===== src/rtl/lif_pkg.sv =====
// Shared defaults, control-op encoding and arithmetic helpers for the LIF layer datapath.
package lif_pkg;

  localparam int N_IN_DEF    = 16;
  localparam int N_OUT_DEF   = 8;
  localparam int W_W_DEF     = 8;
  localparam int W_V_DEF     = 16;
  localparam int THRESH_DEF  = 100;
  localparam int LEAK_SH_DEF = 3;

  typedef enum logic [2:0] {
    OP_NONE,
    OP_CLR,
    OP_INIT,
    OP_STEP,
    OP_WR1,
    OP_WR0,
    OP_NEXT
  } lif_op_e;

  function automatic int addr_w(input int n_in, input int n_out);
    return (n_in * n_out > 1) ? $clog2(n_in * n_out) : 1;
  endfunction

  // Clamp a wide signed sum into the range of a w-bit signed value (w <= 32).
  function automatic logic signed [32:0] sat_clamp(input logic signed [32:0] s, input int w);
    logic signed [32:0] hi;
    logic signed [32:0] lo;
    hi = (33'sd1 <<< (w - 1)) - 33'sd1;
    lo = -(33'sd1 <<< (w - 1));
    if (s > hi) return hi;
    if (s < lo) return lo;
    return s;
  endfunction

endpackage


===== src/rtl/lif_sat_add.sv =====
// Combinational saturating add of a sign-extended weight onto the membrane accumulator.
module lif_sat_add
  import lif_pkg::*;
#(
  parameter int W_V = W_V_DEF,
  parameter int W_W = W_W_DEF
) (
  input  logic signed [W_V-1:0] acc_i,
  input  logic signed [W_W-1:0] w_i,
  output logic signed [W_V-1:0] sum_o
);

  logic signed [W_V:0] sum_wide;

  // One guard bit is enough: |w| is always smaller than the accumulator range.
  assign sum_wide = {acc_i[W_V-1], acc_i} + {{(W_V + 1 - W_W){w_i[W_W-1]}}, w_i};
  assign sum_o    = W_V'(sat_clamp(33'(sum_wide), W_V));

endmodule


===== src/rtl/lif_dp.sv =====
// LIF layer datapath: neuron counters, leaky membrane accumulator, persistent membranes
// and the output spike vector, driven by one-cycle pulses from the layer controller.
module lif_dp
  import lif_pkg::*;
#(
  parameter int N_IN    = N_IN_DEF,
  parameter int N_OUT   = N_OUT_DEF,
  parameter int W_W     = W_W_DEF,
  parameter int W_V     = W_V_DEF,
  parameter int THRESH  = THRESH_DEF,
  parameter int LEAK_SH = LEAK_SH_DEF
) (
  input  logic                                 clk,
  input  logic                                 rst_n,
  input  logic                                 clr_all,
  input  logic                                 acc_init,
  input  logic                                 acc_step,
  input  logic                                 wr1,
  input  logic                                 wr0,
  input  logic                                 next_out,
  input  logic                                 v_clr,
  input  logic [N_IN-1:0]                      in_spk,
  output logic [addr_w(N_IN, N_OUT)-1:0]       w_addr,
  input  logic signed [W_W-1:0]                w_data,
  output logic                                 ini_last,
  output logic                                 out_last,
  output logic                                 fired,
  output logic [N_OUT-1:0]                     spk_out,
  output logic                                 spk_vld
);

  localparam int AW = addr_w(N_IN, N_OUT);
  localparam int IW = $clog2(N_IN);
  localparam int OW = $clog2(N_OUT);
  localparam logic signed [W_V-1:0] THR_V = W_V'(THRESH);

  logic [IW-1:0]         in_idx_q,  in_idx_d;
  logic [OW-1:0]         out_idx_q, out_idx_d;
  logic signed [W_V-1:0] acc_q,     acc_d;
  logic signed [W_V-1:0] v_mem_q [N_OUT];
  logic signed [W_V-1:0] v_mem_d [N_OUT];
  logic [N_OUT-1:0]      spk_out_q, spk_out_d;
  logic                  spk_vld_q, spk_vld_d;

  lif_op_e               op;
  logic signed [W_V-1:0] v_cur;
  logic signed [W_V-1:0] v_leak;
  logic signed [W_V-1:0] acc_sum;

  assign w_addr   = AW'(out_idx_q) * AW'(N_IN) + AW'(in_idx_q);
  assign ini_last = (in_idx_q == IW'(N_IN - 1));
  assign out_last = (out_idx_q == OW'(N_OUT - 1));
  assign fired    = (acc_q >= THR_V);
  assign spk_out  = spk_out_q;
  assign spk_vld  = spk_vld_q;

  // Subtracting a down-shifted copy of v moves it toward zero, so the leak never overflows.
  assign v_cur  = v_mem_q[out_idx_q];
  assign v_leak = v_cur - (v_cur >>> LEAK_SH);

  lif_sat_add #(
    .W_V (W_V),
    .W_W (W_W)
  ) u_sat_add (
    .acc_i (acc_q),
    .w_i   (w_data),
    .sum_o (acc_sum)
  );

  // Pulses are expected one-hot; the chain below resolves any overlap by fixed priority.
  always_comb begin
    op = OP_NONE;
    if (clr_all)       op = OP_CLR;
    else if (acc_init) op = OP_INIT;
    else if (acc_step) op = OP_STEP;
    else if (wr1)      op = OP_WR1;
    else if (wr0)      op = OP_WR0;
    else if (next_out) op = OP_NEXT;
  end

  always_comb begin
    in_idx_d  = in_idx_q;
    out_idx_d = out_idx_q;
    acc_d     = acc_q;
    spk_out_d = spk_out_q;
    spk_vld_d = spk_vld_q;
    v_mem_d   = v_mem_q;

    unique case (op)
      OP_CLR: begin
        in_idx_d  = '0;
        out_idx_d = '0;
        spk_out_d = '0;
        spk_vld_d = 1'b0;
      end
      OP_INIT: begin
        acc_d    = v_leak;
        in_idx_d = '0;
      end
      OP_STEP: begin
        if (in_spk[in_idx_q]) acc_d = acc_sum;
        if (!ini_last) in_idx_d = in_idx_q + IW'(1);
      end
      OP_WR1: begin
        spk_out_d[out_idx_q] = 1'b1;
        v_mem_d[out_idx_q]   = '0;
      end
      OP_WR0: begin
        spk_out_d[out_idx_q] = 1'b0;
        v_mem_d[out_idx_q]   = acc_q;
      end
      OP_NEXT: begin
        if (out_last) begin
          out_idx_d = '0;
          spk_vld_d = 1'b1;
        end else begin
          out_idx_d = out_idx_q + OW'(1);
        end
      end
      default: ;
    endcase

    if (v_clr) begin
      for (int i = 0; i < N_OUT; i++) v_mem_d[i] = '0;
    end
  end

  always_ff @(posedge clk or negedge rst_n) begin
    if (!rst_n) begin
      in_idx_q  <= '0;
      out_idx_q <= '0;
      acc_q     <= '0;
      spk_out_q <= '0;
      spk_vld_q <= 1'b0;
      for (int i = 0; i < N_OUT; i++) v_mem_q[i] <= '0;
    end else begin
      in_idx_q  <= in_idx_d;
      out_idx_q <= out_idx_d;
      acc_q     <= acc_d;
      spk_out_q <= spk_out_d;
      spk_vld_q <= spk_vld_d;
      for (int i = 0; i < N_OUT; i++) v_mem_q[i] <= v_mem_d[i];
    end
  end

endmodule


===== config.mk =====
export PLATFORM = sky130hd
export DESIGN_NAME = lif_dp
export DESIGN_NICKNAME = d
export VERILOG_FILES = /design/src/rtl/lif_pkg.sv /design/src/rtl/lif_sat_add.sv /design/src/rtl/lif_dp.sv
export SDC_FILE = /design/constraint.sdc
export NUM_CORES = 1
export LEC_CHECK = 0
export ABC_CLOCK_PERIOD_IN_PS = 3700
export CAP_MARGIN = 20
export CORE_AREA = 3 3 148 121
export CTS_CLUSTER_SIZE = 16
export DETAILED_ROUTE_END_ITERATION = 10
export DIE_AREA = 0 0 151 124
export PLACE_DENSITY = 0.85
export REMOVE_ABC_BUFFERS = 1
export SLEW_MARGIN = 40
export SYNTH_ARGS = -nofsm -noshare
export SYNTH_HDL_FRONTEND = slang
export SYNTH_SLANG_ARGS = --single-unit

===== constraint.sdc =====
create_clock -name clk -period 3.7 [get_ports clk]
set_input_delay 0.555 -clock clk [delete_from_list [all_inputs] [get_ports clk]]
set_output_delay 0.555 -clock clk [all_outputs]
set_load 0.03 [all_outputs]

==> impl_metrics.json, run 1 <==
{
  "outcome": "completed",
  "postSynthRegisterBits": 160,
  "min_path_type": "in -> async",
  "final-setup-viol-count": 0,
  "final-max-slew-violation-count": 0,
  "r2r_cells": 15,
  "portion_of_the_post_synthesis_area_used_by_sequential_elements_pct": 44.41,
  "clock_path_buffers": 2,
  "max_cap_violations": 0,
  "global_router_s_overall_resource_usage_pct": 29.11,
  "chipWidth_um": 151,
  "peakVddDrop_mv": 0.3576,
  "post_synthesis_area_per_instance_um2": 9.570,
  "fp.dieH_um": 124,
  "ios": 52,
  "placement.setup.worst_slack_ns": -0.02193,
  "worstSetupStartpointType": "flop",
  "synth_ff_type": "sky130_fd_sc_hd__dfrtp_1",
  "timing.final.crit_period_ns": 3.545,
  "total_of_hold_buffers_inserted_after_clock_tree_synthesis": 0,
  "portBuffers": 51,
  "htree_levels": 4,
  "cts_root_buf": "sky130_fd_sc_hd__clkbuf_16",
  "final_layout_size_suffix_gt1_share_pct": 11.80,
  "area_delta_synth_final_pct": 16.64,
  "antenna_found_initial": 0,
  "syn-cell-area_um2": 9015,
  "yosys.area.top_type_share_pct": 44.41,
  "drt_wl_total_um": 26280,
  "worst_slew_margin_rel_pct": 49.07,
  "final.setup.worst_slack_ns": 0.1547,
  "synth_warnings": 0,
  "critical_path_required_ns": 4.01,
  "floorplan.die_area_um2": 18720,
  "numClockSinks": 160,
  "cts_made_buffers": 17,
  "placementRows": 42,
  "final_net_count": 1039,
  "synth.largest_area_cell": "sky130_fd_sc_hd__dfrtp_1",
  "globalRouteOverflowTotal": 0,
  "clock-skew-final_ns": 0.01048,
  "drt-pass1-iter-count": 6,
  "worst_r2r_endpoint": "acc_q[14]",
  "cts_tree": "built",
  "rr_startpoint": "out_idx_q[0]",
  "pin_count_of_the_biggest_net_entering_global_routing": 114,
  "edff_count_synth": 0,
  "antennaDiodeCount": 0,
  "whs_ns": 0.1696,
  "n_fill_cell": 1279,
  "reg2reg_slack_ns": 0.15,
  "worstPathArrival_ns": 3.86,
  "detail_route.iter0.violations": 1073,
  "wire_length_per_cell_after_detailed_routing_um": 21.84,
  "crit_path_max_fanout": 13,
  "power.density_cell_area_nw_per_um2": 418.3,
  "finalCritPeriodShare_pct": 95.82,
  "effective_utilization_at_floorplan_pct": 54.63,
  "tightest_slew_ns": 0.7640,
  "synth_cells": 942,
  "ant_nets": 0,
  "achievable-frequency_mhz": 282.1,
  "gp_congestion": 0.8976,
  "route.detailed.vias_per_inst": 6.856,
  "critical_path.endpoint_type": "flop",
  "synth.distinct_cells": 67,
  "hpwl_um": 17340,
  "vias_in_the_first_global_route": 8017,
  "grt_first_pass_wirelength_um": 42770,
  "leakagePower_nw": 4.501,
  "route.vias.total": 8248,
  "post-layout-total-power_w": 0.004399,
  "worstSetupPathType": "reg -> reg",
  "synth-async-reset-ratio_pct": 100.0,
  "clk_latency_ns": 0.43,
  "area_contributors_post_synth": "sky130_fd_sc_hd__dfrtp_1 (44%), sky130_fd_sc_hd__a32oi_1 (11%), sky130_fd_sc_hd__nor2_1 (6.2%)",
  "hold_viol_final": 0,
  "route.detailed.drc": 0,
  "core_box_area_um2": 16500,
  "worst_setup_hold_path_clk_slew_ns": 0.06
}
## layout by cell type, fill, tap and decap left out, types with 6 or more instances in the layout
cell type,count
sky130_fd_sc_hd__dfrtp_1,157
sky130_fd_sc_hd__nor2_1,146
sky130_fd_sc_hd__a32oi_1,115
sky130_fd_sc_hd__a22oi_1,59
sky130_fd_sc_hd__clkdlybuf4s50_1,49
sky130_fd_sc_hd__nand2_1,47
sky130_fd_sc_hd__buf_4,39
sky130_fd_sc_hd__ha_1,33
sky130_fd_sc_hd__inv_1,27
sky130_fd_sc_hd__a21oi_1,26
sky130_fd_sc_hd__o21ai_0,22
sky130_fd_sc_hd__nand3_1,20
sky130_fd_sc_hd__a22o_1,19
sky130_fd_sc_hd__clkbuf_16,17
sky130_fd_sc_hd__and4_1,12
sky130_fd_sc_hd__xnor2_1,12
sky130_fd_sc_hd__nor3_1,12
sky130_fd_sc_hd__o31ai_1,10
sky130_fd_sc_hd__o21a_1,9
sky130_fd_sc_hd__nor2b_1,8
sky130_fd_sc_hd__xor2_1,8
sky130_fd_sc_hd__a21o_1,7
sky130_fd_sc_hd__buf_12,7
sky130_fd_sc_hd__a31oi_1,6
## metrics by stage
| step | utilization, % | instance area (um2) | instances | setup TNS (ns) |
|---|---|---|---|---|
| after floorplan | - | 8667 | 854 | -152.61 |
| after global placement | 60.05 | 9910 | 1170 | 0 |
| after detailed placement | 60.05 | 9910 | 1170 | -0.02193 |
| after CTS | 63.38 | 10460 | 1202 | 0 |
| after global routing | 63.72 | 10520 | 1203 | -0.02134 |
| final | 63.72 | 10520 | 1203 | 0 |
## worst max-delay path: stages, from the launching register on
cell	delay [ns]
sky130_fd_sc_hd__dfrtp_2	0.42
sky130_fd_sc_hd__buf_4	0.17
sky130_fd_sc_hd__nor3b_2	0.26
sky130_fd_sc_hd__buf_6	0.22
sky130_fd_sc_hd__a221oi_1	0.10
sky130_fd_sc_hd__and3_1	0.25
sky130_fd_sc_hd__ha_2	0.21
sky130_fd_sc_hd__fa_1	0.40
sky130_fd_sc_hd__nand2b_4	0.17
sky130_fd_sc_hd__a21oi_2	0.15
sky130_fd_sc_hd__o21ai_1	0.11
sky130_fd_sc_hd__a21o_1	0.21
sky130_fd_sc_hd__a211o_1	0.32
sky130_fd_sc_hd__nor4b_1	0.17
sky130_fd_sc_hd__nor3_1	0.20
sky130_fd_sc_hd__o31ai_1	0.09
## metal layers
layer | share of wire (%) | track usage (%)
met5 | 0 | 0
met4 | 2.4 | 10.19
met3 | 11 | 7.930
met2 | 46 | 44.38
met1 | 41 | 40.38
## kinds of logic after synthesis
logic type               after synthesis  synth area share [%]
flip-flops                           160                 44.41
multiplexers                           5                 1.110
AO/OA/AOI/OAI                        321                 27.84
AND/OR/NAND/NOR                      284                 14.50
adder cells (fa/ha/maj)               36                 5.163
buffers and inverters                116                 5.024
XOR/XNOR                              20                 1.943
## registers in the layout (all words and copies together), names as in the netlist
register / cells
v_mem_q: 128
in_idx_q: 4
spk_out: 8
spk_vld: 1
acc_q: 16
out_idx_q: 3
## report_power, final
group	internal, W	leakage (nW)	switching (W)
Clock	0.000892	0.260	0.000753
Sequential	0.00179	2.21	0.000187
Combinational	0.000330	2.03	0.000447
Total	0.00301	4.50	0.00139
## layout make-up
cell class	count	area, um2	area share [%]
Timing Repair Buffer	97	948.4	9.020
Inverter	28	105.1	0.9995
Clock buffer	20	446.7	4.248
Clock inverter	12	100.1	0.9519
Multi-Input combinational cell	666	4632	44.05
Sequential cell	160	4008	38.11
Tap cell	220	275.3	2.618
## synthesized netlist by cell type (5+ instances only)
cell and instances:
sky130_fd_sc_hd__nand2_1 47, sky130_fd_sc_hd__buf_1 5, sky130_fd_sc_hd__buf_2 8, sky130_fd_sc_hd__a32oi_1 115, sky130_fd_sc_hd__o31ai_1 10, sky130_fd_sc_hd__a31oi_1 6
sky130_fd_sc_hd__clkbuf_1 73, sky130_fd_sc_hd__and4_1 13, sky130_fd_sc_hd__dfrtp_1 160, sky130_fd_sc_hd__nand3_1 20, sky130_fd_sc_hd__a22o_1 19, sky130_fd_sc_hd__ha_1 34
sky130_fd_sc_hd__a22oi_1 60, sky130_fd_sc_hd__a2bb2oi_1 5, sky130_fd_sc_hd__nor3_1 14, sky130_fd_sc_hd__a21oi_1 28, sky130_fd_sc_hd__xnor2_1 12, sky130_fd_sc_hd__o21a_1 9
sky130_fd_sc_hd__nand2b_1 5, sky130_fd_sc_hd__o21ai_0 24, sky130_fd_sc_hd__nor2b_1 8, sky130_fd_sc_hd__xor2_1 8, sky130_fd_sc_hd__nor2_1 149, sky130_fd_sc_hd__a21o_1 7
sky130_fd_sc_hd__inv_1 27
## worst max path at each step
stage               slack [ns]         to  cells past startpoint    startpoint
floorplan                -1.54  acc_q[14]                     13  out_idx_q[1]
global placement          0.14   acc_q[3]                     12     w_data[0]
detailed placement       -0.02  acc_q[14]                     14  out_idx_q[1]
CTS                     0.0005  acc_q[14]                     15  out_idx_q[0]
global route             -0.02  acc_q[14]                     15  out_idx_q[1]
finish                    0.15  acc_q[14]                     15  out_idx_q[0]
## what timing repair did
action,in CTS,in global routing
buffers inserted,0,1
endpoints found under the hold margin,0,0
gates resized for setup,2,13
endpoints found under the setup margin,1,7
pin swaps,0,3
cloned,0,0
(Power assumes the default switching activity.)
==> inputs of run 2 (changes only) <==
Settings changed: ABC_AREA from default to 0, SKIP_LAST_GASP from default to 1.
==> run 2 against run 1 <==
  * Clock power about the same
  * Fmax is 0.63% higher
  * Critical path depth unchanged
  * First-iteration DRC count is 3.2% lower
  * Routed wire length rose by 0.21%
  * Global-route usage did not move
  * Sequential share of layout area barely moved
  * Power barely moved
  * Setup slack better by 0.022 ns
  * Sequential power hardly changed
  * Combinational power about the same
  * Cell area barely moved
==> impl_metrics.json, run 2 (synthesis results as in run 1) <==
{
  "globalRouteOverflowTotal": 0,
  "cts_tree": "built",
  "leakagePower_nw": 4.501,
  "peakVddDrop_mv": 0.3620,
  "drt-pass1-iter-count": 6,
  "largest_register_ffs": 128,
  "placementRows": 42,
  "final_net_count": 1039,
  "min_path_type": "in -> async",
  "total_of_hold_buffers_inserted_after_clock_tree_synthesis": 0,
  "worstSetupStartpointType": "flop",
  "numPlacedInstances": 1170,
  "drt_wl_total_um": 26330,
  "route.detailed.drc": 0,
  "finalCritPeriodShare_pct": 95.22,
  "pin_count_of_the_biggest_net_entering_global_routing": 114,
  "gp_congestion": 0.8976,
  "r2r_cells": 15,
  "hpwl_um": 17340,
  "whs_ns": 0.1667,
  "effective_utilization_at_floorplan_pct": 54.63,
  "detail_route.iter0.violations": 1039,
  "crit_path_start": "out_idx_q[0]",
  "worstPathArrival_ns": 3.84,
  "cts_root_buf": "sky130_fd_sc_hd__clkbuf_16",
  "area_delta_synth_final_pct": 16.59,
  "floorplan.die_area_um2": 18720,
  "clock-skew-final_ns": 0.01354,
  "vias_in_the_first_global_route": 8017,
  "portBuffers": 51,
  "hold_viol_final": 0,
  "final_cell_mix": "sky130_fd_sc_hd__dfrtp_1 (157), sky130_fd_sc_hd__nor2_1 (146), sky130_fd_sc_hd__a32oi_1 (115), sky130_fd_sc_hd__a22oi_1 (60), sky130_fd_sc_hd__clkdlybuf4s50_1 (49)",
  "max_stage_delay_ns": 0.42,
  "grt_first_pass_wirelength_um": 42770,
  "final-setup-viol-count": 0,
  "final-max-slew-violation-count": 0,
  "area_occupied_by_multi_input_gates_um2": 4627,
  "clock_path_buffers": 2,
  "numClockSinks": 160,
  "cpMaxStageDelayCell": "sky130_fd_sc_hd__dfrtp_2",
  "final.setup.tns_ns": 0,
  "worst_setup_hold_path_clk_slew_ns": 0.06,
  "worst_r2r_endpoint": "acc_q[14]",
  "critical_path.endpoint_type": "flop",
  "final.setup.worst_slack_ns": 0.1767,
  "htree_levels": 4,
  "global_router_s_overall_resource_usage_pct": 29.11,
  "fp.dieH_um": 124,
  "ios": 52,
  "max_flop_register": "v_mem_q",
  "mostFrequentLayoutCell": "sky130_fd_sc_hd__dfrtp_1",
  "route.detailed.vias_per_inst": 6.900,
  "rr_startpoint": "out_idx_q[0]",
  "cp_cell_sequence": "buf_4 > nor3b_2 > buf_6 > a221oi_1 > and3_1 > ha_2 > fa_1 > nand2b_4 > a21oi_2 > o21ai_1 > a21o_1 > a211o_1 > nor4b_1 > nor3_1 > o31ai_1",
  "power.density_cell_area_nw_per_um2": 418.7,
  "ant_nets": 0,
  "n_fill_cell": 1281,
  "flip_flop_and_latch_area_um2": 4008,
  "max_cap_violations": 0,
  "worstSetupPathType": "reg -> reg",
  "critical_path_required_ns": 4.01,
  "post-layout-total-power_w": 0.004400,
  "timing.final.crit_period_ns": 3.523,
  "rsz0062_at_grt": "yes",
  "core_box_area_um2": 16500,
  "antenna_found_initial": 0,
  "wire_length_per_cell_after_detailed_routing_um": 21.89,
  "cts_made_buffers": 17,
  "final_layout_size_suffix_gt1_share_pct": 11.70,
  "antennaDiodeCount": 0,
  "worst_slew_margin_rel_pct": 49.84,
  "clk_latency_ns": 0.44,
  "route.vias.total": 8301,
  "reg2reg_slack_ns": 0.18,
  "instances_no_fill": 1203,
  "outcome": "completed",
  "tightest_slew_ns": 0.7523,
  "placement.setup.worst_slack_ns": -0.02193,
  "achievable-frequency_mhz": 283.8,
  "crit_path_max_fanout": 13,
  "chipWidth_um": 151
}
## run 2: how the worst max path moves through the flow
| stage | end | slack (ns) | cells past startpoint |
|---|---|---|---|
| after floorplan | acc_q[14] | -1.54 | 13 |
| after global placement | acc_q[3] | 0.14 | 12 |
| after detailed placement | acc_q[14] | -0.02 | 14 |
| after CTS | acc_q[14] | 0.0005 | 15 |
| after global routing | acc_q[14] | -0.02 | 16 |
| final | acc_q[14] | 0.18 | 15 |
## run 2: power by group
part           leakage, nW  switching (W)  internal [W]
clock network        0.260       0.000753      0.000891
logic                 2.03       0.000447      0.000330
registers             2.21       0.000189       0.00179
total                 4.50        0.00139       0.00301
## run 2: area by class of cell
cell class	instances	share of cell area [%]
multi-input cells	666	44.02
flip-flops and latches	160	38.13
repair buffers	97	9.024
clock buffers	20	4.250
well taps	220	2.619
inverters	28	1.000
clock inverters	12	0.9524
## run 2: metal layers
metal | up-vias | track usage [%] | wire, um | share of wire (%)
met5 | - | 0 | 0 | 0
met4 | 0 | 10.19 | 712 | 2.7
met3 | 81 | 7.930 | 2856 | 11
met2 | 480 | 44.38 | 11950 | 45
met1 | 4084 | 40.38 | 10810 | 41
li1 | 3656 | - | - | -
## run 2: repair_timing
action / CTS / global route
setup endpoints to repair: 1 / 7
pin swaps: 0 / 3
resized for setup: 2 / 12
buffers inserted: 0 / 1
## run 2: worst max-delay path, delay by kind of cell, from the launching register on
kind	cells	cell delay (ns)
AND/OR/NAND/NOR	5	1.02
AO/OA/AOI/OAI	6	0.98
adder cells (fa/ha/maj)	2	0.60
flip-flops	1	0.42
buffers and inverters	2	0.39
## run 2: metrics by stage
| stage | util, % | cell area (um2) |
|---|---|---|
| 5_1_grt | 63.69 | 10510 |
| 6_report | 63.69 | 10510 |
| 4_1_cts | 63.38 | 10460 |
| 2_1_floorplan | - | 8667 |
| 3_3_place_gp | 60.05 | 9910 |
| 3_5_place_dp | 60.05 | 9910 |
